===== config.mk =====
export PLATFORM = sky130hd
export DESIGN_NAME = cp0_regs
export DESIGN_NICKNAME = d
export VERILOG_FILES = /design/src/rtl/cp0_regs.sv
export SDC_FILE = /design/constraint.sdc
export NUM_CORES = 1
export LEC_CHECK = 0
export BUFFER_PORTS_ARGS = -buffer_cell sky130_fd_sc_hd__buf_2
export CORE_MARGIN = 3
export CORE_UTILIZATION = 54
export CTS_CLUSTER_DIAMETER = 30
export DETAILED_ROUTE_END_ITERATION = 10
export GPL_TIMING_DRIVEN = 0
export PLACE_DENSITY = 0.77
export SLEW_MARGIN = 0
export SYNTH_ARGS = -nofsm -noshare
export SYNTH_HDL_FRONTEND = slang
export SYNTH_SLANG_ARGS = --single-unit

===== constraint.sdc =====
create_clock -name clk -period 5.1 [get_ports clk]
set_input_delay 1.02 -clock clk [delete_from_list [all_inputs] [get_ports clk]]
set_output_delay 1.02 -clock clk [all_outputs]
set_load 0.05 [all_outputs]

===== src/rtl/cp0_regs.sv =====
// cp0_regs: coprocessor-0 register file plus the M-stage exception/interrupt arbiter.
//
// Holds BadVAddr(8), Count(9), Compare(11), Status(12), Cause(13) and EPC(14). The block
// decides combinationally whether the M-stage instruction takes an exception or an
// interrupt (req) or commits an eret (eret). It supplies the redirect target, and it
// updates the CP0 state on the following clock edge.
//
// Ports
//   clk, reset            clock, synchronous active-high reset
//   ExcCode_M[4:0]        M-stage exception code, 0 = none
//   valid_M               M stage holds a real instruction (gates interrupts only)
//   pc_M[31:0], bd_M      PC of the M-stage instruction and its delay-slot flag
//   vaddr_M[31:0]         data address of the M-stage load/store
//   eret_M                M-stage instruction is eret
//   hw_int[5:0]           level-sensitive external interrupt lines
//   we, addr[4:0], wdata  mtc0 write port; addr also selects the mfc0 read
//   rdata[31:0]           mfc0 data (combinational, pre-edge register state)
//   req, eret             exception/interrupt taken, eret committed (combinational)
//   target_pc[31:0]       EXC_VECTOR on req, EPC on eret, else 0
module cp0_regs #(
    parameter logic [31:0] EXC_VECTOR = 32'hBFC0_0380,
    parameter int unsigned COUNT_DIV  = 2
) (
    input  logic        clk,
    input  logic        reset,
    input  logic [4:0]  ExcCode_M,
    input  logic        valid_M,
    input  logic [31:0] pc_M,
    input  logic        bd_M,
    input  logic [31:0] vaddr_M,
    input  logic        eret_M,
    input  logic [5:0]  hw_int,
    input  logic        we,
    input  logic [4:0]  addr,
    input  logic [31:0] wdata,
    output logic [31:0] rdata,
    output logic        req,
    output logic        eret,
    output logic [31:0] target_pc
);

    localparam logic [4:0]  REG_BADVADDR = 5'd8;
    localparam logic [4:0]  REG_COUNT    = 5'd9;
    localparam logic [4:0]  REG_COMPARE  = 5'd11;
    localparam logic [4:0]  REG_STATUS   = 5'd12;
    localparam logic [4:0]  REG_CAUSE    = 5'd13;
    localparam logic [4:0]  REG_EPC      = 5'd14;
    localparam logic [4:0]  EXC_ADEL     = 5'd4;
    localparam logic [4:0]  EXC_ADES     = 5'd5;
    localparam logic [31:0] DIV_LAST     = 32'(COUNT_DIV - 1);

    logic [7:0]  im_q, im_d;
    logic        exl_q, exl_d;
    logic        ie_q, ie_d;
    logic        bd_q, bd_d;
    logic        ti_q, ti_d;
    logic [5:0]  ip_hw_q, ip_hw_d;
    logic [1:0]  ip_sw_q, ip_sw_d;
    logic [4:0]  exc_q, exc_d;
    logic [31:0] epc_q, epc_d;
    logic [31:0] bad_q, bad_d;
    logic [31:0] count_q, count_d;
    logic [31:0] compare_q, compare_d;
    logic [31:0] div_q, div_d;

    logic [31:0] status_s;
    logic [31:0] cause_s;
    logic        int_pend_s;
    logic        req_s;
    logic        eret_s;
    logic        count_tick_s;

    assign status_s = {9'd0, 1'b1, 6'd0, im_q, 6'd0, exl_q, ie_q};
    assign cause_s  = {bd_q, ti_q, 14'd0, ip_hw_q, ip_sw_q, 1'b0, exc_q, 2'd0};

    // Interrupts need a real instruction to attach EPC to; exceptions do not.
    assign int_pend_s   = valid_M & ie_q & ~exl_q & (|({ip_hw_q, ip_sw_q} & im_q));
    assign req_s        = (ExcCode_M != 5'd0) | int_pend_s;
    assign eret_s       = eret_M & ~req_s;
    assign count_tick_s = (div_q == DIV_LAST);

    assign req       = req_s;
    assign eret      = eret_s;
    assign target_pc = req_s ? EXC_VECTOR : (eret_s ? epc_q : 32'd0);

    // mfc0 read mux; a same-cycle mtc0 is deliberately not forwarded.
    always_comb begin
        rdata = 32'd0;
        case (addr)
            REG_BADVADDR: rdata = bad_q;
            REG_COUNT:    rdata = count_q;
            REG_COMPARE:  rdata = compare_q;
            REG_STATUS:   rdata = status_s;
            REG_CAUSE:    rdata = cause_s;
            REG_EPC:      rdata = epc_q;
            default:      rdata = 32'd0;
        endcase
    end

    // Next-state logic: timer, then exception > eret > mtc0 for the architectural state.
    always_comb begin
        im_d      = im_q;
        exl_d     = exl_q;
        ie_d      = ie_q;
        bd_d      = bd_q;
        ti_d      = ti_q;
        ip_sw_d   = ip_sw_q;
        exc_d     = exc_q;
        epc_d     = epc_q;
        bad_d     = bad_q;
        count_d   = count_q;
        compare_d = compare_q;
        div_d     = div_q;

        // The timer interrupt shares IP7 with hw_int[5].
        ip_hw_d = {hw_int[5] | ti_q, hw_int[4:0]};

        if (count_tick_s) begin
            count_d = count_q + 32'd1;
            div_d   = 32'd0;
            // Timer fires on the edge where Count steps onto Compare.
            if ((count_q + 32'd1) == compare_q) begin
                ti_d = 1'b1;
            end else begin
                ti_d = ti_q;
            end
        end else begin
            div_d = div_q + 32'd1;
        end

        if (req_s) begin
            exc_d = int_pend_s ? 5'd0 : ExcCode_M;
            exl_d = 1'b1;
            // A nested exception keeps the original return point.
            if (!exl_q) begin
                epc_d = bd_M ? (pc_M - 32'd4) : pc_M;
                bd_d  = bd_M;
            end else begin
                epc_d = epc_q;
                bd_d  = bd_q;
            end
            // A misaligned PC means the fault was the fetch, not the data access.
            if (!int_pend_s && ((ExcCode_M == EXC_ADEL) || (ExcCode_M == EXC_ADES))) begin
                bad_d = (pc_M[1:0] != 2'b00) ? pc_M : vaddr_M;
            end else begin
                bad_d = bad_q;
            end
        end else if (eret_s) begin
            // An mtc0 colliding with eret is dropped so EXL has a single writer.
            exl_d = 1'b0;
        end else if (we) begin
            case (addr)
                REG_COUNT: begin
                    count_d = wdata;
                    div_d   = 32'd0;
                end
                REG_COMPARE: begin
                    compare_d = wdata;
                    ti_d      = 1'b0;
                end
                REG_STATUS: begin
                    im_d  = wdata[15:8];
                    exl_d = wdata[1];
                    ie_d  = wdata[0];
                end
                REG_CAUSE: ip_sw_d = wdata[9:8];
                REG_EPC:   epc_d   = wdata;
                default:   epc_d   = epc_q;
            endcase
        end else begin
            exl_d = exl_q;
        end
    end

    // State registers with synchronous reset.
    always_ff @(posedge clk) begin
        if (reset) begin
            im_q      <= 8'd0;
            exl_q     <= 1'b0;
            ie_q      <= 1'b0;
            bd_q      <= 1'b0;
            ti_q      <= 1'b0;
            ip_hw_q   <= 6'd0;
            ip_sw_q   <= 2'd0;
            exc_q     <= 5'd0;
            epc_q     <= 32'd0;
            bad_q     <= 32'd0;
            count_q   <= 32'd0;
            compare_q <= 32'd0;
            div_q     <= 32'd0;
        end else begin
            im_q      <= im_d;
            exl_q     <= exl_d;
            ie_q      <= ie_d;
            bd_q      <= bd_d;
            ti_q      <= ti_d;
            ip_hw_q   <= ip_hw_d;
            ip_sw_q   <= ip_sw_d;
            exc_q     <= exc_d;
            epc_q     <= epc_d;
            bad_q     <= bad_d;
            count_q   <= count_d;
            compare_q <= compare_d;
            div_q     <= div_d;
        end
    end

endmodule


==> flow_metrics.tcl, run 1 <==
set metrics [dict create \
    worst_pin_slew_ns 1.29 \
    grt_antenna_before_repair 1 \
    die_y_um 144 \
    synth-async-reset-ratio_pct 0 \
    postCtsResizedCells 0 \
    power_per_cell_area_mw_per_mm2 264 \
    report.final.setup_viol 0 \
    filler_cell_count 1695 \
    top_level_port_count 184 \
    finalSetupTns_ns 0 \
    io_buffers 181 \
    worst_setup_hold_path_clk_slew_ns 0.07 \
    cts_hold_repair.buffers 0 \
    syn_inst 1362 \
    final_min_period_over_clock_period_pct 86.2 \
    rsz0062_at_grt "false" \
    crit_required_ns 4.08 \
    synth_top_cell_area_share_pct 35.8 \
    vdd.ir_drop.worst_uv 222 \
    grt_max_degree 17 \
    crit_path_max_fanout 10 \
    gpl.final_weighted_congestion 0.981 \
    worst-endpoint-arrival_ns 3.38 \
    netlist.top_cell.by_area "dfxtp_1" \
    layout_common_cells "nand2_1 (264), buf_2 (192), dfxtp_1 (185), nor2_1 (169), clkbuf_1 (93)" \
    tritoncts_num_sinks 185 \
    htree_levels 4 \
    post_drt_via_cell_ratio 6.16 \
    core_region_area_mm2 0.0184 \
    num_vias 11100 \
    postRouteWirelength_um 38200 \
    avgSynthCellArea_um2 7.60 \
    global_route.peak_usage_layer "met2" \
    cts-buffers-inserted 17 \
    cts.repair_timing.setup_buffer_count 0 \
    grt_use_met1_pct 50.4 \
    cts_tree "done" \
    max_freq_mhz 227 \
    grt_overflow_total 0 \
    met3_usage_pct 8.30 \
    global_route_wire_length_before_repair_um 57900 \
    critPathMaxStageDelay_ns 1.08 \
    crit_family "simple AND/OR/NAND/NOR gates" \
    yosysSeqAreaShare_pct 35.8 \
    timing.critical_path.to_type "output pin" \
    dp_hpwl_um 30300 \
    synth_top_flop_cell "dfxtp_1" \
    wl_per_cell_um 21.2 \
    finalCoreUtilization_pct 65.9 \
    synth_top_cells_by_area "dfxtp_1 (36%), nand2_1 (9.6%), xnor2_1 (7.2%)" \
    power.static_leakage_uw 0.00458 \
    cts.root.buffer_cell "clkbuf_16" \
    dieArea_mm2 0.0209 \
    cell_row_count 49 \
    pins_over_their_slew_limit 0 \
    globalRouteMet2Util_pct 55.0 \
    crit_path_frequent_cell "buf_2" \
    globalRouteTotalUtil_pct 36.2 \
    crit_path_cells "buf_2 > nor4b_1 > clkbuf_1 > a222oi_1 > nand2_1 > buf_2" \
    worst_path_max_delay_cell "nor4b_1" \
    worstSetupPathType "input port to output pin" \
    synth_cell_types 58 \
    yosys_warn_count 0 \
    synth_edf_count 0 \
    worstHoldPathType "flip-flop to flip-flop" \
    tritonroute_pass_1_iters 7 \
    layout.cells.most_common "nand2_1" \
    final_period_minus_worst_setup_slack_ns 4.40 \
    via_count_of_the_first_global_routing_pass 10200 \
    fin_worst_skew_ns 0.0118 \
    synth.ff_latch_count 185 \
    design.final.nets 1684 \
    worstPathBufferInverterCount 3 \
    dieWidth_um 144 \
    synthToLayoutAreaGrowth_pct 17.1 \
    run_status "finished, final reports clean" \
    synth_area_mm2 0.0103 \
    start_util_pct 56.3 \
    final_antenna_net_count 0 \
    drv.max_cap_violation_count 0 \
    layout-drive-gt1-share_pct 14.9 \
    synth_fp_nets 1484 \
    detailed_route_drc_error_count 0 \
    final_hold_viol_count 0 \
    slew-limit-headroom_pct 12.8 \
    cts-root-to-sink-buffers 2 \
    worst_skew_pair.late_latency_ns 0.44 \
    drt-initial-drc-count 1259 \
    antenna-diode-count 0 \
    crit_path_start_kind "input port" \
]
layout make-up:
cell class / count / area, um^2 / share of cell area, %
sequential: 185 / 3700 / 30.6
timing repair buffer: 181 / 906 / 7.47
inverter: 13 / 48.8 / 0.403
buffer: 107 / 415 / 3.43
clock inverter: 12 / 139 / 1.15
clock buffer: 19 / 443 / 3.65
multi-input combinational: 1057 / 6180 / 51.0
tap: 229 / 287 / 2.36
metal layers:
| layer | routed length, um | vias up |
|---|---|---|
| met5 | 83 | - |
| met4 | 1260 | 4 |
| met2 | 16900 | 686 |
| met3 | 4540 | 92 |
| li1 | - | 5193 |
| met1 | 15500 | 5137 |
sequential cells by signal (all words and copies together), names as in the netlist:
register	count
bad_q	32
bd_q	1
compare_q	32
count_q	32
div_q	32
epc_q	32
exc_q	5
exl_q	1
ie_q	1
im_q	8
ip_hw_q	6
ip_sw_q	2
ti_q	1
cell usage after synthesis (5+ instances only):
master    number
nand2_1      264
dfxtp_1      185
nor2_1       169
clkbuf_1      92
xnor2_1       85
a21oi_1       73
xor2_1        55
nand3_1       39
a22oi_1       37
a311oi_1      34
a211oi_1      32
o21ai_0       31
o211ai_1      30
and3_1        28
a222oi_1      24
nor3_1        20
nor4_1        20
nand4_1       19
mux2i_1       13
inv_1         12
buf_2         11
nor2b_1        9
or3_1          9
nand2b_1       6
and2_1         5
nand3b_1       5
or4_1          5
cells by family (layout without fill, tap and decap cells):
logic type | after synthesis | in the layout | synth area share, %
simple gates | 623 | 623 | 27.4
mux | 13 | 13 | 1.26
fa+ha+maj | 4 | 4 | 0.484
xor+xnor | 140 | 140 | 11.8
flops | 185 | 185 | 35.8
compound gates | 277 | 277 | 18.7
buf+inv | 120 | 332 | 4.49
through the flow:
step	cells	power [uW]	cell area [um^2]	hold WS (ns)	worst slack, ns
CTS	1803	3190	12100	0.465	0.742
detailed placement	1772	1880	11500	0.452	0.746
global route	1803	3290	12100	0.491	0.573
global placement	1772	1880	11500	0.444	0.774
floorplan	1362	1720	10300	0.430	1.38
finish	1803	3200	12100	0.460	0.704
power breakdown:
part | switching, uW | internal (uW)
combinational | 229 | 110
clock | 603 | 740
sequential | 39.4 | 1480
total | 871 | 2330
worst paths after layout:
check                start  endpoint  slack, ns  depth (start not counted)
setup / recovery   addr[4]  rdata[2]       0.70                          6
hold / removal    div_q[0]  div_q[0]       0.46                          1
setup reg to reg   im_q[1]  bad_q[6]       1.95                          8
hold reg to reg   div_q[0]  div_q[0]       0.46                          1
No activity file was read; power rests on OpenSTA's default activity.
==> inputs of run 2 (changes only) <==
- ABC_AREA: unset -> 1
- CORE_MARGIN: 3 -> 2
==> flow_metrics.tcl, run 2 <==
set metrics [dict create \
    dieArea_mm2 0.0223 \
    avgSynthCellArea_um2 6.42 \
    postRouteWirelength_um 45200 \
    report.final.setup_viol 0 \
    power.static_leakage_uw 0.00564 \
    worst_skew_pair.late_latency_ns 0.45 \
    tritoncts_num_sinks 185 \
    grt_overflow_total 0 \
    final_min_period_over_clock_period_pct 88.2 \
    core_region_area_mm2 0.0208 \
    power_per_cell_area_mw_per_mm2 255 \
    fin_worst_skew_ns 0.0168 \
    postCtsResizedCells 0 \
    start_util_pct 54.7 \
    synth_top_family_by_area "simple AND/OR/NAND/NOR gates" \
    gpl.final_weighted_congestion 1.02 \
    post_drt_via_cell_ratio 5.76 \
    hold_start "im_q[5]" \
    synth_area_mm2 0.0114 \
    layout_common_cells "nand2_1 (348), nor2_1 (290), buf_2 (207), inv_1 (205), o21ai_0 (190)" \
    cts-buffers-inserted 17 \
    worstHoldPathType "flip-flop to flip-flop" \
    end_of_the_worst_register_to_register_path "ti_q" \
    dp_hpwl_um 36700 \
    worst_pin_slew_ns 0.801 \
    worst_hold_path.num_cells 2 \
    global_route_wire_length_before_repair_um 66900 \
    post_synth_most_frequent_cells "nand2_1 (348), nor2_1 (290), inv_1 (205)" \
    placement.setup.worst_slack_ns 0.679 \
    die_y_um 149 \
    synth_top_flop_cell "dfxtp_1" \
    cell_row_count 53 \
    post_layout_worst_setup_margin_ns 0.602 \
    synth_edf_count 0 \
    timing.rr.start "count_q[0]" \
    worst-endpoint-arrival_ns 3.48 \
    layout-drive-gt1-share_pct 14.8 \
    crit_path_max_fanout 10 \
    synth_adder_area_share_pct 0.440 \
    num_vias 13000 \
    dominant_cell_by_count_in_the_synthesized_netlist "nand2_1" \
    htree_levels 4 \
    via_count_of_the_first_global_routing_pass 11900 \
    cts-root-to-sink-buffers 2 \
    globalRouteTotalUtil_pct 40.0 \
    layout.cells.most_common "nand2_1" \
    cts_hold_repair.buffers 0 \
    top_level_port_count 184 \
    yosysSeqAreaShare_pct 32.5 \
    placed_cells 2231 \
    pins_over_their_slew_limit 0 \
    wl_per_cell_um 20.0 \
    cts.repair_timing.setup_buffer_count 0 \
    slew-limit-headroom_pct 46.6 \
    design.final.nets 2097 \
    finalSetupTns_ns 0 \
    rsz0062_at_grt "false" \
    synth-async-reset-ratio_pct 0 \
    tritonroute_pass_1_iters 7 \
    finalHoldWorstSlack_ns 0.476 \
    r2r.worst_path.cells 13 \
    netlist.top_cell.by_area "dfxtp_1" \
    final_hold_viol_count 0 \
    worstSetupPathType "input port to output pin" \
    post_synth_mux_area_share_pct 0.528 \
    cts.root.buffer_cell "clkbuf_16" \
    timing.critical_path.to_type "output pin" \
    crit_required_ns 4.08 \
    io_buffers 182 \
    synthToLayoutAreaGrowth_pct 16.6 \
    max_freq_mhz 222 \
    run_status "finished, final reports clean" \
    syn_inst 1774 \
    worst_setup_hold_path_clk_slew_ns 0.06 \
    cts_tree "done" \
    grt_antenna_before_repair 1 \
    synth_fp_nets 1896 \
    detailed_route_drc_error_count 0 \
    synth_simple_gate_area_share_pct 30.4 \
    worst_hold_path.endpoint "im_q[5]" \
    vdd.ir_drop.worst_uv 189 \
    yosys_warn_count 0 \
    drt-initial-drc-count 1462 \
    drv.max_cap_violation_count 0 \
    grt_max_degree 19 \
    synth_cell_types 56 \
    synth_xor_area_share_pct 4.59 \
    crit_path_start_kind "input port" \
    final_antenna_net_count 0 \
    final_period_minus_worst_setup_slack_ns 4.50 \
    rrSetupSlack_ns 2.62 \
    dieWidth_um 149 \
    synth_top_cells_by_area "dfxtp_1 (33%), nand2_1 (11%), nor2_1 (9.6%)" \
    synth_compound_area_share_pct 21.4 \
    synth_top_cell_area_share_pct 32.5 \
    synth.ff_latch_count 185 \
    instances_no_fill 2264 \
]
## run 2: area by class of cell
class / count / area (um^2)
plain buffers: 80 / 340
clock inverters: 14 / 200
diodes: 1 / 2.50
well taps: 275 / 344
inverters: 215 / 810
fillers: 1999 / 7550
flip-flops and latches: 185 / 3700
multi-input cells: 1294 / 6530
clock buffers: 18 / 429
repair buffers: 182 / 911
## run 2: stage by stage
stage               utilization (%)  area [um^2]  total power (uW)
floorplan                         -        11400              1760
global placement               60.7        12600              1940
detailed placement             60.7        12600              1950
CTS                            63.7        13300              3350
global route                   63.7        13300              3470
finish                         63.7        13300              3380
## run 2: kinds of logic after synthesis
kind of cell | count (synthesis)
AOI/OAI and AO/OA | 424
xor gates and xnor gates | 55
adders and majority gates | 4
buffers and inverters | 295
DFF | 185
muxes | 6
and+or+nand+nor | 805
## run 2: power breakdown
| group | internal (uW) | switching (uW) |
|---|---|---|
| Clock | 794 | 653 |
| Sequential | 1480 | 33.1 |
| Combinational | 118 | 298 |
## run 2: routing by layer
| metal | share of wire (%) | GRT usage (%) | vias up |
|---|---|---|---|
| met1 | 40 | 51.9 | 5906 |
| met4 | 4.2 | 15.6 | 2 |
| met3 | 11 | 8.41 | 129 |
| li1 | - | - | 6241 |
| met5 | 0.029 | 0 | - |
| met2 | 45 | 65.1 | 767 |
## run 2: how the worst max path moves through the flow
stage / end / start / depth (start not counted)
after floorplan: target_pc[0] / ExcCode_M[0] / 8
after global placement: rdata[13] / addr[2] / 8
after detailed placement: rdata[13] / addr[2] / 8
after CTS: rdata[13] / addr[2] / 8
after global routing: rdata[13] / addr[3] / 9
final: rdata[13] / addr[2] / 8
## run 2: critical path, cell delays in order
cell	delay, ns
buf_2	0.11
nor2_1	0.18
nand4_1	0.51
clkinv_1	0.40
clkbuf_1	0.52
a22oi_1	0.16
o211ai_1	0.23
buf_2	0.34
==> inputs of run 3 (changes only) <==
- BUFFER_PORTS_ARGS: -buffer_cell sky130_fd_sc_hd__buf_2 -> -buffer_cell sky130_fd_sc_hd__buf_4
==> flow_metrics.tcl, run 3 (same netlist as run 2, synthesis figures left out) <==
set metrics [dict create \
    run_status "finished, final reports clean" \
    filler_cell_count 1950 \
    cts.repair_timing.setup_buffer_count 0 \
    cts.root.buffer_cell "clkbuf_16" \
    final_period_minus_worst_setup_slack_ns 4.38 \
    cts-root-to-sink-buffers 2 \
    vdd.ir_drop.worst_uv 168 \
    htree_levels 4 \
    share_clk_of_total_power_pct 40.4 \
    swShare_pct 30.6 \
    antenna-diode-count 0 \
    layout_common_cells "nand2_1 (348), nor2_1 (290), inv_1 (205), o21ai_0 (190), dfxtp_1 (185)" \
    io_buffers 182 \
    combPwrFrac_pct 13.5 \
    num_vias 13300 \
    dieArea_mm2 0.0223 \
    report.final.setup_viol 0 \
    start_util_pct 54.7 \
    power.static_leakage_uw 0.00573 \
    drv.max_cap_violation_count 0 \
    crit_required_ns 4.08 \
    postRouteWirelength_um 45600 \
    cts-buffers-inserted 17 \
    top_level_port_count 184 \
    cell_row_count 53 \
    core_region_area_mm2 0.0208 \
    postCtsResizedCells 0 \
    layout-drive-gt1-share_pct 14.8 \
    synthToLayoutAreaGrowth_pct 20.0 \
    drt-initial-drc-count 1640 \
    p_sw_uw 1010 \
    timing.critical_path.to_type "output pin" \
    multi_input_comb_area_mm2 0.00653 \
    grt_antenna_before_repair 0 \
    post_drt_via_cell_ratio 5.88 \
    die_y_um 149 \
    crit_path_max_fanout 10 \
    post_layout_worst_setup_margin_ns 0.718 \
    worst_skew_pair.late_latency_ns 0.45 \
    design.final.nets 2097 \
    grt_overflow_total 0 \
    layout.cells.most_common "nand2_1" \
    worstHoldPathType "flip-flop to flip-flop" \
    tritonroute_pass_1_iters 6 \
    design_power_total_uw 3290 \
    final_min_period_over_clock_period_pct 85.9 \
    pins_over_their_slew_limit 0 \
    worst_path_max_delay_cell "nand4_1" \
    wl_per_cell_um 20.2 \
    max_freq_mhz 228 \
    power_per_cell_area_mw_per_mm2 241 \
    share_of_power_burned_in_registers_pct 46.0 \
    register_area_mm2 0.00370 \
    slew-limit-headroom_pct 47.3 \
    worst_pin_slew_ns 0.791 \
    dp_hpwl_um 36800 \
    crit_path_frequent_cell "buf_4" \
    r2r.worst_path.cells 10 \
    final_hold_viol_count 0 \
    gpl.final_weighted_congestion 1.04 \
    rsz0062_at_grt "false" \
    crit_path_start_kind "input port" \
    via_count_of_the_first_global_routing_pass 12300 \
    grt_max_degree 20 \
    tritoncts_num_sinks 185 \
    final_antenna_net_count 0 \
    fin_worst_skew_ns 0.0125 \
    crit_path_cells "buf_4 > nor2_1 > nand4_1 > clkinv_1 > clkbuf_1 > a22oi_1 > o211ai_1 > buf_4" \
    worst_setup_hold_path_clk_slew_ns 0.07 \
    worstSetupPathType "input port to output pin" \
    finalSetupTns_ns 0 \
    dieWidth_um 149 \
    critPathMaxStageDelay_ns 0.52 \
    global_route_wire_length_before_repair_um 68700 \
    cts_hold_repair.buffers 0 \
    p_int_uw 2290 \
    placement.setup.worst_slack_ns 0.780 \
    worst-endpoint-arrival_ns 3.36 \
    cts_tree "done" \
    detailed_route_drc_error_count 0 \
    globalRouteTotalUtil_pct 40.6 \
    worst_hold_path.num_cells 2 \
]
## run 3: changes by cell type in the layout (fill, tap and decap cells not counted), sizes merged
cell    delta
bufinv     -3
diode      -1
clkbuf     -1
inv        +4
## run 3: final timing paths
kind,startpoint,to,slack (ns)
worst min-delay path,bd_q,bd_q,0.47
worst max register to register,ip_hw_q[2],div_q[31],2.66
worst max-delay path,addr[2],rdata[13],0.72
worst min register to register,bd_q,bd_q,0.47
## run 3: routing by layer
layer	up-vias	global-route usage, %	part of all wire, %	routed length (um)
met5	-	0	0	0
met4	0	19.1	5.5	2490
met3	169	7.46	11	4880
met2	808	65.6	45	20400
met1	6059	52.6	39	17900
li1	6264	-	-	-
## run 3: per-stage QoR
step | cells | area [um^2] | hold slack, ns | util (%)
final | 2263 | 13700 | 0.473 | 65.6
after global routing | 2263 | 13700 | 0.490 | 65.6
after CTS | 2263 | 13700 | 0.469 | 65.6
after detailed placement | 2231 | 13100 | 0.460 | 62.9
after global placement | 2231 | 13100 | 0.450 | 62.9
after floorplan | 1774 | 11400 | 0.430 | -
## run 3: critical path, delay by kind of cell
| kind | cells | cell delay, ns |
|---|---|---|
| buffers and inverters | 4 | 1.28 |
| AO/OA/AOI/OAI | 2 | 0.36 |
| AND/OR/NAND/NOR | 2 | 0.68 |
## run 3: layout make-up
class	count	area share, %
Clock inverter	15	1.07
Inverter	215	5.92
Clock buffer	17	3.11
Tap cell	275	2.52
Multi-Input combinational cell	1294	47.8
Timing Repair Buffer	182	10.0
Sequential cell	185	27.1
Buffer	80	2.49
## run 3: power by group through the flow
stage	combinational, uW	sequential, uW	clock [uW]
final	445	1520	1330
after detailed placement	429	1550	0
after floorplan	222	1540	0
after CTS	431	1510	1320
after global placement	426	1550	0
after global routing	475	1520	1390
